[src/rtl/l2_port_arbiter.sv]
// rtl/l2_port_arbiter.sv - round-robin arbiter sharing one L2 request port between I-side and D-side L1 caches
module l2_port_arbiter #(
    parameter int TIMEOUT = 1023,
    parameter int CNT_W   = 16
) (
    input  logic               clk,
    input  logic               proc_reset_n,
    input  logic               I_L2_read,
    input  logic               I_L2_write,
    input  logic [27:0]        I_L2_addr,
    input  logic [127:0]       I_L2_wdata,
    output logic [127:0]       I_L2_rdata,
    output logic               I_L2_ready,
    input  logic               D_L2_read,
    input  logic               D_L2_write,
    input  logic [27:0]        D_L2_addr,
    input  logic [127:0]       D_L2_wdata,
    output logic [127:0]       D_L2_rdata,
    output logic               D_L2_ready,
    output logic               L2_read,
    output logic               L2_write,
    output logic [27:0]        L2_addr,
    output logic [127:0]       L2_wdata,
    input  logic [127:0]       L2_rdata,
    input  logic               L2_ready,
    output logic               arb_timeout,
    output logic [CNT_W-1:0]   arb_cnt_i,
    output logic [CNT_W-1:0]   arb_cnt_d
);

    localparam int WD_W = $clog2(TIMEOUT + 1);
    localparam logic [WD_W-1:0]  WD_LIMIT = WD_W'(TIMEOUT);
    localparam logic [WD_W-1:0]  WD_MAX   = {WD_W{1'b1}};
    localparam logic [CNT_W-1:0] CNT_MAX  = {CNT_W{1'b1}};
    localparam logic OWN_I = 1'b0;
    localparam logic OWN_D = 1'b1;

    typedef enum logic {IDLE = 1'b0, BUSY = 1'b1} state_t;

    state_t            state_q, state_d;
    logic              owner_q, owner_d;
    logic              last_grant_q, last_grant_d;
    logic              op_read_q, op_read_d;
    logic              op_write_q, op_write_d;
    logic [27:0]       addr_q, addr_d;
    logic [127:0]      wdata_q, wdata_d;
    logic [WD_W-1:0]   wd_q, wd_d;
    logic              timeout_q, timeout_d;
    logic [CNT_W-1:0]  cnt_i_q, cnt_i_d;
    logic [CNT_W-1:0]  cnt_d_q, cnt_d_d;

    // A master requests only when exactly one of read/write is asserted
    logic i_valid, d_valid, grant;
    assign i_valid = I_L2_read ^ I_L2_write;
    assign d_valid = D_L2_read ^ D_L2_write;
    // On a tie the master that did not win last time gets the port
    assign grant   = (i_valid && d_valid) ? ~last_grant_q : d_valid;

    // State and datapath registers with synchronous active-low reset
    always_ff @(posedge clk) begin
        if (!proc_reset_n) begin
            state_q      <= IDLE;
            owner_q      <= OWN_I;
            last_grant_q <= OWN_D;
            op_read_q    <= 1'b0;
            op_write_q   <= 1'b0;
            addr_q       <= '0;
            wdata_q      <= '0;
            wd_q         <= '0;
            timeout_q    <= 1'b0;
            cnt_i_q      <= '0;
            cnt_d_q      <= '0;
        end else begin
            state_q      <= state_d;
            owner_q      <= owner_d;
            last_grant_q <= last_grant_d;
            op_read_q    <= op_read_d;
            op_write_q   <= op_write_d;
            addr_q       <= addr_d;
            wdata_q      <= wdata_d;
            wd_q         <= wd_d;
            timeout_q    <= timeout_d;
            cnt_i_q      <= cnt_i_d;
            cnt_d_q      <= cnt_d_d;
        end
    end

    // Next-state: arbitrate and latch in IDLE, hold and run the watchdog in BUSY
    always_comb begin
        state_d      = state_q;
        owner_d      = owner_q;
        last_grant_d = last_grant_q;
        op_read_d    = op_read_q;
        op_write_d   = op_write_q;
        addr_d       = addr_q;
        wdata_d      = wdata_q;
        wd_d         = wd_q;
        timeout_d    = timeout_q;
        cnt_i_d      = cnt_i_q;
        cnt_d_d      = cnt_d_q;
        case (state_q)
            IDLE: begin
                if (i_valid || d_valid) begin
                    state_d      = BUSY;
                    owner_d      = grant;
                    last_grant_d = grant;
                    wd_d         = '0;
                    if (grant == OWN_D) begin
                        op_read_d  = D_L2_read;
                        op_write_d = D_L2_write;
                        addr_d     = D_L2_addr;
                        wdata_d    = D_L2_wdata;
                        if (cnt_d_q != CNT_MAX) cnt_d_d = cnt_d_q + CNT_W'(1);
                    end else begin
                        op_read_d  = I_L2_read;
                        op_write_d = I_L2_write;
                        addr_d     = I_L2_addr;
                        wdata_d    = I_L2_wdata;
                        if (cnt_i_q != CNT_MAX) cnt_i_d = cnt_i_q + CNT_W'(1);
                    end
                end
            end
            BUSY: begin
                if (L2_ready) begin
                    state_d = IDLE;
                end else begin
                    if (wd_q != WD_MAX) wd_d = wd_q + WD_W'(1);
                    // The grant is never aborted; the flag only records a stall
                    if (wd_d >= WD_LIMIT) timeout_d = 1'b1;
                end
            end
            default: state_d = IDLE;
        endcase
    end

    // Outputs: L2 side from latched request, completion routed to the owner only
    always_comb begin
        L2_read    = 1'b0;
        L2_write   = 1'b0;
        L2_addr    = '0;
        L2_wdata   = '0;
        I_L2_ready = 1'b0;
        I_L2_rdata = '0;
        D_L2_ready = 1'b0;
        D_L2_rdata = '0;
        if (state_q == BUSY) begin
            L2_read  = op_read_q;
            L2_write = op_write_q;
            L2_addr  = addr_q;
            L2_wdata = wdata_q;
            if (L2_ready) begin
                if (owner_q == OWN_D) begin
                    D_L2_ready = 1'b1;
                    D_L2_rdata = L2_rdata;
                end else begin
                    I_L2_ready = 1'b1;
                    I_L2_rdata = L2_rdata;
                end
            end
        end
    end

    assign arb_timeout = timeout_q;
    assign arb_cnt_i   = cnt_i_q;
    assign arb_cnt_d   = cnt_d_q;

endmodule

[config.mk]
export PLATFORM = sky130hd
export DESIGN_NAME = l2_port_arbiter
export DESIGN_NICKNAME = d
export VERILOG_FILES = /design/src/rtl/l2_port_arbiter.sv
export SDC_FILE = /design/constraint.sdc
export NUM_CORES = 1
export LEC_CHECK = 0
export ABC_AREA = 1
export CORE_AREA = 5 5 343 345
export CTS_CLUSTER_SIZE = 16
export DETAILED_ROUTE_END_ITERATION = 6
export DIE_AREA = 0 0 348 350
export PLACE_DENSITY = 0.35
export SLEW_MARGIN = 30
export SYNTH_ARGS = -nofsm -noshare
export SYNTH_HDL_FRONTEND = slang
export SYNTH_SLANG_ARGS = --single-unit
[constraint.sdc]
create_clock -name clk -period 2.15 [get_ports clk]
set_input_delay 0.5375 -clock clk [delete_from_list [all_inputs] [get_ports clk]]
set_output_delay 0.5375 -clock clk [all_outputs]
set_load 0.01 [all_outputs]
; Word-level counts from Yosys, hierarchy flattened
; Index checks and enable logic that the tools add are counted.
[word_totals]
ff_bits = 204
inputBits = 447
output_inout_bits = 449
wordCells = 63
[op_classes]
addsub = 3
magnitude_cmp = 1
eq_ne = 5
mux = 30
bitwise_logic = 6
reduce_logical = 7
[ops]
columns = cell, count
row1 = $mux W128, 8
row2 = $mux W28, 2
row3 = $mux W10, 5
row4 = $add A16 B1 Y16 const B, 2
row5 = $ne A16 B16 Y1 const B, 2
row6 = $pmux W10 S2, 1
row7 = $mux W1, 13
row8 = $add A10 B1 Y10 const B, 1
row9 = $ge A10 B10 Y1 const B, 1
row10 = $ne A10 B10 Y1 const B, 1
row11 = $reduce_and A4 Y1, 2
row12 = $ne A2 B2 Y1 const B, 2
row13 = $not A1 Y1, 4
row14 = $reduce_and A2 Y1, 2
row15 = $reduce_and A3 Y1, 1
row16 = $pmux W1 S2, 1
row17 = $xor A1 B1 Y1, 2
row18 = $logic_and A1 B1 Y1, 1
row19 = $logic_or A1 B1 Y1, 1

; Depth between registers and ports, before layout
[logic_depth]
word_depth = 6
mapped_depth = 11
mapped_depth_nobuf = 11

; Worst setup path after synthesis
; OpenSTA, ideal clock, no wires.
[synth_timing]
kind = reg2out
startpoint = reg state_q
endpoint = out I_L2_rdata[117]
t_arrival_ps = 1594
required_time_ps = 1612
path_slack_ps = 19
path_stages_with_launch = 8
path_buffers = 3
cell_sequence = dfxtp_1 buf_2 inv_1 nor3_1 inv_1 clkbuf_1 buf_1 nor2_1
[synth_between]
elab_chain_len = 1
[synth_rtl]
columns = item, line
row1 = "start, declared", 40  ; state_t state_q, state_d;
row2 = "start signal, assigned", 74  ; state_q <= state_d;
row3 = $mux W128, 146  ; if (state_q == BUSY) begin
row4 = "end, declared", 12  ; output logic [127:0] I_L2_rdata,
; Every way passes these cells.

; Worst setup path in the final report
[layout_timing]
startpoint = reg state_q
endpoint = out I_L2_rdata[65]
; Same word-level chain as after synthesis.

==> results.toml <==
[outcome]
status = "finished, violations left"
violations = "setup timing"

[sta]
slew_headroom_pct = 64.95
postLayoutSetupSlackWorst_ns = -0.3729
rsz0062_at_grt = "yes"
setup_viol = 405
fmax_mhz = 396.4
fin_worst_skew_ns = 0.01396
period_minus_slack_ns = 2.523
slew_violations = 0
finalCritPeriodShare_pct = 117.3
worstMarginPinSlew_ns = 0.5252
hold_viol_final = 0
fin_tns_setup_ns = -88.42

[pwr]
ir_drop_uv = 577.7
power_switching_uw = 4784
power_frac_comb_pct = 35.4
swShare_pct = 33.21
p_int_uw = 9620
power_leakage_uw = 0.01289
powerDensity_nw_per_um2 = 559.9
seq_power_share_pct = 30.8
p_total_uw = 14400
clkPwrFrac_pct = 33.8

[finish]
mostFrequentLayoutCells = "nand2_1 (700), clkdlybuf4s50_1 (455), inv_1 (289), buf_2 (211), dfxtp_1 (194)"
area_delta_synth_final_pct = 119.9
nets = 3500
nFillCells = 13100
final_common_cell = "nand2_1"
layout-drive-gt1-share_pct = 30.27
multi_input_area_um2 = 6556
stdcell_count = 4594
regArea_um2 = 4099

[synthesis]
ys_types = 27
yosys-top-cells-area = "dfxtp_1 (35%), nand2_1 (24%), inv_1 (11%)"
ys_ff_latch = 204
synthCells = 2008
yosysTopAreaCell = "dfxtp_1"
synth_top_area_share_pct = 34.91
syn_nets = 2458
synth_enable_flop_cells = 0
avgSynthCellArea_um2 = 5.826
synthFlopType = "dfxtp_1"
ys_seq_area_share_pct = 34.91
synthArstFlopShare_pct = 0
yosysWarningCount = 0
synth_area_um2 = 11700

[worst_setup_path]
cp.arrival_ns = 1.99
r2r-end = "wdata_q[29]"
cp.required_ns = 1.61
r2r_slack_ns = 0.20
crit_path_max_fanout = 17
worstSetupPathType = "register to output pin"
crit_path_end_kind = "output pin"
start_kind = "register"
rr_worst_depth = 11
r2r-start = "state_q"

[floorplanning]
die_x_um = 348
floorplan.die_area_um2 = 121800
num_rows = 124
initial_core_util_pct = 10.27
core_um2 = 113900
io_pins = 896
die_y_um = 350

[routing]
drc = 0
vias = 16580
wirelength_mm = 99.48
dr.pass1.iters = 4
ant_nets = 0
via_per_inst = 3.610
drtIter0Drc = 661
post_drt_wl_per_cell_um = 21.65

[global_routing]
grt_overflow = 0
grt_max_degree = 37
groute.usage.overall_pct = 14.89
grt_pass1_vias = 16570
antenna_found_initial = 40
grt_pass1_wl_mm = 130.0

[worst_hold_path]
hold_path_class = "register to register"
hold_depth = 2
min-delay-start = "arb_timeout"
hold-path-endpoint = "arb_timeout"

[place]
place_congestion = 0.8285
dp_slack_ns = -0.8961
portBuffers = 895
place_hpwl_mm = 79.03
dp_cells = 4427

[job]
drv_cap = 0

[clock_tree]
cts_tree = "done"
clk_path_buf_depth = 3
cts_buffers = 29
clk_pin_slew_ns = 0.06
cts-root-buf = "clkbuf_16"
clk_latency_ns = 0.59
numClockSinks = 204
h-tree-depth = 1
## state kept, by name, summed over array words and instances (netlist names)
signal        count
wdata_q         128
addr_q           28
arb_cnt_d        16
arb_cnt_i        16
wd_q             10
arb_timeout       1
last_grant_q      1
op_read_q         1
op_write_q        1
owner_q           1
state_q           1
## per-layer routing
metal	vias to the layer above	track usage (%)	share of wire, %
li1	8175	-	-
met1	7632	15.27	36
met2	628	28.94	53
met3	126	4.887	7.6
met4	22	3.768	3.1
met5	-	0	0.15
## timing repair
item,in CTS,in global routing
endpoints found under the setup margin,446,511
pin swaps,2,11
gates resized for setup,1051,1074
cloned,14,20
hold buffers,0,0
buffers inserted,13,60
## Yosys cell counts, drive strengths merged, types with 3 or more instances
master,instances
nand2,758
inv,332
nor2,301
dfxtp,204
a31oi,159
clkbuf,77
buf,47
a21oi,39
nand3,26
o21ai,15
xor2,15
nor3,12
nand4,9
xnor2,9
ha,3
## kinds of logic (layout without fill, tap and decap cells)
kind of cell | Yosys count | after routing | synth area share [%]
other cells | 0 | 13 | 0
xor+xnor | 24 | 24 | 1.797
buf+inv | 456 | 1517 | 15.75
compound gates | 214 | 214 | 10.91
fa+ha+maj | 3 | 3 | 0.3209
simple gates | 1107 | 1107 | 36.31
flops | 204 | 204 | 34.91
## worst max-delay path, stage by stage, from the launching register on
cell	delay [ns]
dfxtp_4	0.37
buf_6	0.11
inv_2	0.05
nor3_4	0.11
buf_6	0.17
inv_16	0.08
clkbuf_16	0.20
nor2_1	0.10
buf_2	0.15
## layout make-up
class	instances	share of cell area [%]
Sequential cell	204	15.93
Timing Repair Buffer	1134	42.45
Timing Repair inverter	1	0.07781
Inverter	332	4.946
Tap cell	1512	7.353
Antenna cell	13	0.1264
Clock buffer	43	3.375
Clock inverter	7	0.2626
Multi-Input combinational cell	1348	25.48
## how the worst max path moves through the flow
stage	startpoint	to	slack [ns]
global placement	L2_ready	D_L2_rdata[46]	-0.88
CTS	state_q	L2_wdata[64]	-0.48
detailed placement	L2_ready	D_L2_rdata[46]	-0.90
global route	state_q	D_L2_rdata[127]	-0.51
finish	state_q	I_L2_rdata[65]	-0.37
floorplan	state_q	I_L2_rdata[117]	0.02
## power by group through the flow
stage | Sequential [uW] | Clock, uW | Combinational (uW)
final | 4440 | 4860 | 5100
after global routing | 4480 | 5250 | 5530
after detailed placement | 4460 | 0 | 4490
after CTS | 4390 | 5110 | 4640
after floorplan | 4410 | 0 | 1660
after global placement | 4470 | 0 | 4500
## metrics by stage
step,hold slack [ns],instance area [um2],utilization [%]
6_report,0.4554,25730,22.59
5_1_grt,0.4894,25710,22.58
4_1_cts,0.4544,24390,21.42
3_5_place_dp,0.4454,23480,20.61
3_3_place_gp,0.4433,23480,20.61
2_1_floorplan,0.4422,11700,-
(Power assumes the default switching activity.)
